$ cat config.mk
export PLATFORM = sky130hd
export DESIGN_NAME = ex_muldiv
export DESIGN_NICKNAME = d
export VERILOG_FILES = /design/src/rtl/ex_muldiv_pkg.sv /design/src/rtl/ex_muldiv_step.sv /design/src/rtl/ex_muldiv.sv
export SDC_FILE = /design/constraint.sdc
export NUM_CORES = 1
export LEC_CHECK = 0
export CAP_MARGIN = 5
export CORE_AREA = 5 5 212 214
export CTS_CLUSTER_DIAMETER = 80
export DETAILED_ROUTE_END_ITERATION = 8
export DIE_AREA = 0 0 217 219
export PLACE_DENSITY_LB_ADDON = 0.08
export SYNTH_ARGS = -nofsm -noshare
export SYNTH_HDL_FRONTEND = slang
export SYNTH_HIERARCHICAL = 1
export SYNTH_SLANG_ARGS = --single-unit
$ cat constraint.sdc
create_clock -name clk -period 2.8 [get_ports clk]
set_input_delay 0.28 -clock clk [delete_from_list [all_inputs] [get_ports clk]]
set_output_delay 0.28 -clock clk [all_outputs]
set_load 0.02 [all_outputs]
$ cat src/rtl/ex_muldiv_pkg.sv
// ex_muldiv_pkg: shared encodings for the iterative RV32M multiply/divide unit.
//   FUNCT7_MULDIV      funct7 value that marks an M-extension OP_OP instruction
//   FUNCT3_*           operation select carried on alufun3_i
//   md_state_e         2-bit unit state encoding (MD_IDLE/MD_CALC/MD_FIX/MD_DONE)
package ex_muldiv_pkg;

   localparam logic [6:0] FUNCT7_MULDIV = 7'b0000001;

   localparam logic [2:0] FUNCT3_MUL    = 3'b000;
   localparam logic [2:0] FUNCT3_MULH   = 3'b001;
   localparam logic [2:0] FUNCT3_MULHSU = 3'b010;
   localparam logic [2:0] FUNCT3_MULHU  = 3'b011;
   localparam logic [2:0] FUNCT3_DIV    = 3'b100;
   localparam logic [2:0] FUNCT3_DIVU   = 3'b101;
   localparam logic [2:0] FUNCT3_REM    = 3'b110;
   localparam logic [2:0] FUNCT3_REMU   = 3'b111;

   typedef enum logic [1:0] {
      MD_IDLE = 2'd0,
      MD_CALC = 2'd1,
      MD_FIX  = 2'd2,
      MD_DONE = 2'd3
   } md_state_e;

endpackage

$ cat src/rtl/ex_muldiv_step.sv
// ex_muldiv_step: one combinational bit-step of the shared mul/div datapath.
//   is_div   1     1 = restoring divide step, 0 = shift-add multiply step
//   hi       XLEN  upper accumulator (partial product high / partial remainder)
//   lo       XLEN  lower register (multiplier+product low / dividend+quotient)
//   op       XLEN  multiplicand or divisor (magnitude)
//   hi_n     XLEN  next upper accumulator
//   lo_n     XLEN  next lower register
module ex_muldiv_step
   import ex_muldiv_pkg::*;
#(
   parameter int XLEN = 32
) (
   input  logic            is_div,
   input  logic [XLEN-1:0] hi,
   input  logic [XLEN-1:0] lo,
   input  logic [XLEN-1:0] op,
   output logic [XLEN-1:0] hi_n,
   output logic [XLEN-1:0] lo_n
);

   logic [XLEN:0] sum;
   logic [XLEN:0] shifted;
   logic [XLEN:0] diff;

   always_comb begin
      // Multiply consumes multiplier bits LSB first and shifts the product right.
      sum     = {1'b0, hi} + (lo[0] ? {1'b0, op} : '0);
      // Divide brings in dividend bits MSB first; partial remainder < divisor,
      // so the shifted value fits in XLEN+1 bits and diff[XLEN] is the borrow.
      shifted = {hi, lo[XLEN-1]};
      diff    = shifted - {1'b0, op};
      if (is_div) begin
         hi_n = diff[XLEN] ? shifted[XLEN-1:0] : diff[XLEN-1:0];
         lo_n = {lo[XLEN-2:0], ~diff[XLEN]};
      end else begin
         hi_n = sum[XLEN:1];
         lo_n = {sum[0], lo[XLEN-1:1]};
      end
   end

endmodule

$ cat src/rtl/ex_muldiv.sv
// ex_muldiv: iterative RV32M multiply/divide unit beside the EX-stage ALU.
// Runs MUL/MULH/MULHSU/MULHU/DIV/DIVU/REM/REMU on operand magnitudes, stalls
// the pipeline while iterating, then presents the result for one cycle.
// Optional macro MULDIV_EARLY_OUT_EN: divide-by-zero, signed overflow and
// zero-operand multiplies skip straight from IDLE to DONE.
// Ports:
//   clk, rst              clock (rising edge), synchronous active-high reset
//   start_i, flush_i      M-op present in EX / pipeline flush (abort)
//   alufun3_i             funct3 operation select
//   reg1_i, reg2_i        rs1 / rs2 operands
//   wd_i                  destination register address
//   stallreq_o            stall request to pipeline control (combinational)
//   busy_o                unit is in CALC or FIX
//   valid_o               result valid (DONE, one cycle)
//   wd_o, wdata_o         captured destination address and result
module ex_muldiv
   import ex_muldiv_pkg::*;
#(
   parameter int XLEN      = 32,
   parameter int STEP_BITS = 1
) (
   input  logic            clk,
   input  logic            rst,
   input  logic            start_i,
   input  logic            flush_i,
   input  logic [2:0]      alufun3_i,
   input  logic [XLEN-1:0] reg1_i,
   input  logic [XLEN-1:0] reg2_i,
   input  logic [4:0]      wd_i,
   output logic            stallreq_o,
   output logic            busy_o,
   output logic            valid_o,
   output logic [4:0]      wd_o,
   output logic [XLEN-1:0] wdata_o
);

   localparam int N     = XLEN / STEP_BITS;
   localparam int CNT_W = (N > 1) ? $clog2(N) : 1;

   md_state_e         state;
   logic [CNT_W-1:0]  cnt;
   logic [2:0]        funct3_q;
   logic [XLEN-1:0]   hi_q, lo_q, op_q;
   logic              neg_q, neg_r;
   logic              force_en;
   logic [XLEN-1:0]   force_res;
   logic [4:0]        wd_q;

   function automatic logic [XLEN-1:0] neg_if(input logic [XLEN-1:0] v, input logic n);
      return n ? (~v + 1'b1) : v;
   endfunction

   function automatic logic [2*XLEN-1:0] neg_if2(input logic [2*XLEN-1:0] v, input logic n);
      return n ? (~v + 1'b1) : v;
   endfunction

   // Operand decode for the op being started in IDLE.
   logic            rs1_signed, rs2_signed, sa, sb;
   logic            div0, ovf, force_en_d, early;
   logic [XLEN-1:0] force_res_d;

   always_comb begin
      rs1_signed  = (alufun3_i == FUNCT3_MULH) || (alufun3_i == FUNCT3_MULHSU) ||
                    (alufun3_i == FUNCT3_DIV)  || (alufun3_i == FUNCT3_REM);
      rs2_signed  = (alufun3_i == FUNCT3_MULH) || (alufun3_i == FUNCT3_DIV) ||
                    (alufun3_i == FUNCT3_REM);
      sa          = rs1_signed & reg1_i[XLEN-1];
      sb          = rs2_signed & reg2_i[XLEN-1];
      div0        = alufun3_i[2] && (reg2_i == '0);
      ovf         = ((alufun3_i == FUNCT3_DIV) || (alufun3_i == FUNCT3_REM)) &&
                    (reg1_i == {1'b1, {(XLEN-1){1'b0}}}) && (reg2_i == '1);
      force_en_d  = div0 || ovf;
      force_res_d = '0;
      if (div0)
         force_res_d = alufun3_i[1] ? reg1_i : '1;
      else if (ovf)
         force_res_d = alufun3_i[1] ? '0 : reg1_i;
`ifdef MULDIV_EARLY_OUT_EN
      early = force_en_d || (!alufun3_i[2] && ((reg1_i == '0) || (reg2_i == '0)));
`else
      early = 1'b0;
`endif
   end

   // Chain of STEP_BITS single-bit steps retired per CALC cycle.
   logic [XLEN-1:0] hi_c [0:STEP_BITS];
   logic [XLEN-1:0] lo_c [0:STEP_BITS];

   assign hi_c[0] = hi_q;
   assign lo_c[0] = lo_q;

   for (genvar g = 0; g < STEP_BITS; g++) begin : g_step
      ex_muldiv_step #(.XLEN(XLEN)) u_step (
         .is_div (funct3_q[2]),
         .hi     (hi_c[g]),
         .lo     (lo_c[g]),
         .op     (op_q),
         .hi_n   (hi_c[g+1]),
         .lo_n   (lo_c[g+1])
      );
   end

   // Sign correction and result select, used in FIX.
   logic [2*XLEN-1:0] prod;
   logic [XLEN-1:0]   calc_res;

   always_comb begin
      prod = neg_if2({hi_q, lo_q}, neg_q);
      case (funct3_q)
         FUNCT3_MUL:                calc_res = prod[XLEN-1:0];
         FUNCT3_MULH, FUNCT3_MULHSU,
         FUNCT3_MULHU:              calc_res = prod[2*XLEN-1:XLEN];
         FUNCT3_DIV, FUNCT3_DIVU:   calc_res = neg_if(lo_q, neg_q);
         default:                   calc_res = neg_if(hi_q, neg_r);
      endcase
   end

   assign stallreq_o = ((state == MD_IDLE) && start_i && !flush_i) ||
                       (state == MD_CALC) || (state == MD_FIX);

   always_ff @(posedge clk) begin
      if (rst) begin
         state     <= MD_IDLE;
         cnt       <= '0;
         funct3_q  <= '0;
         hi_q      <= '0;
         lo_q      <= '0;
         op_q      <= '0;
         neg_q     <= 1'b0;
         neg_r     <= 1'b0;
         force_en  <= 1'b0;
         force_res <= '0;
         wd_q      <= '0;
         busy_o    <= 1'b0;
         valid_o   <= 1'b0;
         wd_o      <= '0;
         wdata_o   <= '0;
      end else begin
         case (state)
            MD_IDLE: begin
               if (start_i && !flush_i) begin
                  funct3_q  <= alufun3_i;
                  hi_q      <= '0;
                  lo_q      <= neg_if(reg1_i, sa);
                  op_q      <= neg_if(reg2_i, sb);
                  neg_q     <= sa ^ sb;
                  neg_r     <= sa;
                  force_en  <= force_en_d;
                  force_res <= force_res_d;
                  wd_q      <= wd_i;
                  if (early) begin
                     state   <= MD_DONE;
                     valid_o <= 1'b1;
                     wd_o    <= wd_i;
                     wdata_o <= force_res_d;
                  end else begin
                     state  <= MD_CALC;
                     busy_o <= 1'b1;
                     cnt    <= CNT_W'(N - 1);
                  end
               end
            end
            MD_CALC: begin
               if (flush_i) begin
                  state  <= MD_IDLE;
                  busy_o <= 1'b0;
               end else begin
                  hi_q <= hi_c[STEP_BITS];
                  lo_q <= lo_c[STEP_BITS];
                  if (cnt == '0)
                     state <= MD_FIX;
                  else
                     cnt <= cnt - 1'b1;
               end
            end
            MD_FIX: begin
               busy_o <= 1'b0;
               if (flush_i) begin
                  state <= MD_IDLE;
               end else begin
                  state   <= MD_DONE;
                  valid_o <= 1'b1;
                  wd_o    <= wd_q;
                  wdata_o <= force_en ? force_res : calc_res;
               end
            end
            default: begin
               // DONE always retires; a flush here is handled by write-back gating.
               state   <= MD_IDLE;
               valid_o <= 1'b0;
            end
         endcase
      end
   end

endmodule

==> flow_summary_export.csv <==
group,metric,value,unit
logic_synthesis,synth_cells,2312,
timing,slew_headroom,0.257,
drt,drt_pass1_iterations,6,
pwr,switching_share,0.421,
global_routing,antenna_found_initial,2,
logic_synthesis,yosysTopAreaCellShare,0.219,
timing,timing.final.crit_share,1.11,
min_path,min_path_type,"in2reg",
clock_network,cts_root_buf,"clkbuf_16",
cells_and_area,post-route-util,0.560,
run_status,violations,"setup timing",
clock_network,cts-buffers-inserted,17,
logic_synthesis,synth_area,16900,um2
pwr,p_total,11.4,mW
logic_synthesis,ys_types,95,
pwr,power_frac_comb,0.514,
drt,ant_nets,0,
logic_synthesis,synth-edff-count,0,
placement,dp_cells,3244,
pwr,power_density,479,nW/um2
pwr,p_leak,9.31,nW
placement,io_buffers,115,
critical_path,required,3.23,ns
global_routing,overflow,0,
cells_and_area,final_cell_mix,"buf_4 (445), nand2_1 (289), a21oi_1 (173)",
pwr,switchingPower,4.81,mW
timing,slew_violations,0,
floorplanning,rows,76,
clock_network,clk_pin_slew_worst_paths,0.08,ns
cells_and_area,final_common_cell,"buf_4",
timing,hold_violations,0,
critical_path,crit_buf_inv,3,
pwr,intPower,6.63,mW
clock_network,cts_tree,"yes",
critical_path,start_kind,"flop",
cells_and_area,syn2layout_area_growth,41.2,%
timing,setup_tns,-7.70,ns
pwr,clockPowerShare,0.225,
drt,initialDrtViolationCount,2012,
logic_synthesis,post-synth-top-area-cell,"dfxtp_1",
critical_path,cp_top_family,"compound AO/OA/AOI/OAI gates",
drt,vias_per_cell,5.99,
global_routing,grt_pass1_vias,19000,
logic_synthesis,syn-mean-instance-area,7.32,um2
global_routing,grt_pass1_wl,118000,um
clock_network,h-tree-depth,4,
logic_synthesis,synth-async-reset-ratio,0,
floorplanning,die_h,219,um
critical_path,worstPathArrival,3.54,ns
pwr,max-vdd-ir-drop,0.000424,V
cells_and_area,final_cells,3313,
timing,finalCriticalPeriod,3.11,ns
critical_path,max_stage_delay,0.42,ns
critical_path,critical_path_class,"reg2reg",
drt,drc_errors,0,
floorplanning,core_area,42700,um2
timing,setup_violations,33,
floorplanning,initial_core_util,0.396,
placement,gp_congestion,0.950,
logic_synthesis,synth_ff_type,"dfxtp_1",
timing,grt_setup_unrepaired,"true",
logic_synthesis,synth_nets,2465,
drt,wl_per_cell,23.8,um
logic_synthesis,ys_top_cells_by_area,"dfxtp_1 (22%), nand2_1 (6.9%), a21oi_1 (5.8%), ha_1 (5.5%), xnor2_1 (4.9%)",
clock_network,cts_sinks,185,
critical_path,cp_common_cell,"a21oi_2",
floorplanning,io_pins,116,
run_status,status,"finished with violations",
critical_path,cp-end-kind,"flop",
global_routing,grt_max_degree,107,
cells_and_area,nNetsFinal,2906,
floorplanning,die_w,217,um
cells_and_area,drive_above_1_share,0.298,
drt,routed_wl,78700,um
job,drv_cap,0,
critical_path,cp_cell_sequence,"inv_2 -> ha_4 -> a21oi_2 -> o211ai_1 -> nor4_4 -> o21ai_4 -> a31oi_4 -> a21oi_4 -> buf_6 -> xnor2_4 -> buf_8 -> nand2_1 -> a31oi_1 -> nand3_1 -> a21oi_2",
timing,finalClockSkew,0.0191,ns
global_routing,grtUsageTotal,0.321,
placement,dp_hpwl,59100,um
timing,fin_ws,-0.315,ns
clock_network,insertion_delay,0.51,ns
critical_path,crit_path_max_fanout,11,
timing,fmax,321,MHz
clock_network,cts_max_path_buffers,2,
timing,worstMarginPinSlew,1.11,ns
drt,num_vias,19900,
logic_synthesis,yosys_warnings,6,
logic_synthesis,synth_seq_area_share,0.219,
floorplanning,design.die.area,47500,um2
critical_path,cp_slowest_cell,"nor4_4",
pwr,p_seq_frac,0.261,
logic_synthesis,ys_ff_latch,185,
kinds of logic (layout without fill, tap and decap cells):
logic type,after synthesis,count (layout),share of synthesized area
compound gates,701,701,0.279
buf+inv,247,701,0.0586
simple gates,862,862,0.252
xor+xnor,177,177,0.0932
mux,63,63,0.0398
flops,185,185,0.219
other cells,0,1,0
fa+ha+maj,77,77,0.0578
per-layer routing:
layer,part of all wire,routed length (um),up-vias,track usage
met3,0.080,6270,118,0.0641
met1,0.47,37400,9601,0.476
met4,0.025,1990,0,0.0849
li1,-,-,9311,-
met2,0.42,33100,828,0.474
met5,0,0,-,0
area by class of cell:
type,count,area (um2)
Antenna cell,1,2.50
Clock buffer,19,464
Clock inverter,13,126
Fill cell,4064,18800
Inverter,77,294
Multi-Input combinational cell,1880,13500
Sequential cell,185,3740
Tap cell,546,683
Timing Repair Buffer,592,5040
sequential cells by signal (all words and copies together) (netlist names), 2 cells and up:
| register | cells |
|---|---|
| force_res | 32 |
| op_q | 32 |
| wdata_o | 32 |
| lo_q | 32 |
| state | 2 |
| hi_q | 32 |
| cnt | 5 |
| funct3_q | 3 |
| wd_q | 5 |
| wd_o | 5 |
metrics by stage:
step                      instance area, um2  hold WS (ns)  setup slack [ns]
after floorplan                        17000         0.416           -0.0181
after global placement                 21600         0.437            -0.531
after detailed placement               21600         0.445            -0.545
after CTS                              23300         0.146            -0.249
after global routing                   23900         0.201            -0.429
final                                  23900         0.192            -0.315
synth_stat cells (24+ instances only):
library cell / count
a211oi_1: 41
a21o_1: 27
a21oi_1: 197
a311oi_2: 30
a31oi_1: 41
and2_1: 43
and3_1: 24
clkbuf_1: 137
dfxtp_1: 185
ha_1: 75
inv_1: 76
mux2_2: 32
mux2i_1: 29
nand2_1: 313
nand3_1: 84
nand4_1: 27
nor2_1: 157
nor3_1: 54
nor3b_1: 35
o21ai_0: 145
o31ai_1: 29
or3_1: 26
xnor2_1: 94
xor2_1: 81
power by group through the flow:
stage          Combinational, mW  Clock [mW]  Sequential [mW]
3_5_place_dp                5.08           0             3.03
5_1_grt                     6.27        2.71             3.01
6_report                    5.88        2.57             2.99
4_1_cts                     5.54        2.62             2.98
2_1_floorplan               2.76           0             3.08
3_3_place_gp                5.06           0             3.03
what timing repair did:
| item | in CTS | in global routing |
|---|---|---|
| hold buffers | 0 | 0 |
| resized for setup | 175 | 108 |
| endpoints found under the hold margin | 0 | 0 |
| endpoints found under the setup margin | 53 | 55 |
| setup buffers | 22 | 17 |
| gates cloned | 5 | 0 |
| pin swaps | 127 | 67 |
final timing paths:
| check | startpoint | end | slack, ns | cells after the start |
|---|---|---|---|---|
| setup / recovery | op_q[16]$_SDFFE_PP0P_ | hi_q[15]$_SDFFE_PP0P_ | -0.31 | 15 |
| hold / removal | rst | cnt[2]$_SDFFE_PP0P_ | 0.19 | 2 |
| setup reg to reg | op_q[16]$_SDFFE_PP0P_ | hi_q[15]$_SDFFE_PP0P_ | -0.31 | 15 |
| hold reg to reg | wd_q[3]$_SDFFE_PP0P_ | wd_o[3]$_SDFFE_PP0P_ | 0.45 | 2 |
worst register-to-register path, cell delays in order (launching register included):
cell and delay, ns:
dfxtp_4 0.41, inv_2 0.07, ha_4 0.17, a21oi_2 0.16, o211ai_1 0.21, nor4_4 0.42, o21ai_4 0.14, a31oi_4 0.23
a21oi_4 0.11, buf_6 0.14, xnor2_4 0.19, buf_8 0.19, nand2_1 0.07, a31oi_1 0.18, nand3_1 0.14, a21oi_2 0.21
No activity file was read; power rests on OpenSTA's default activity.
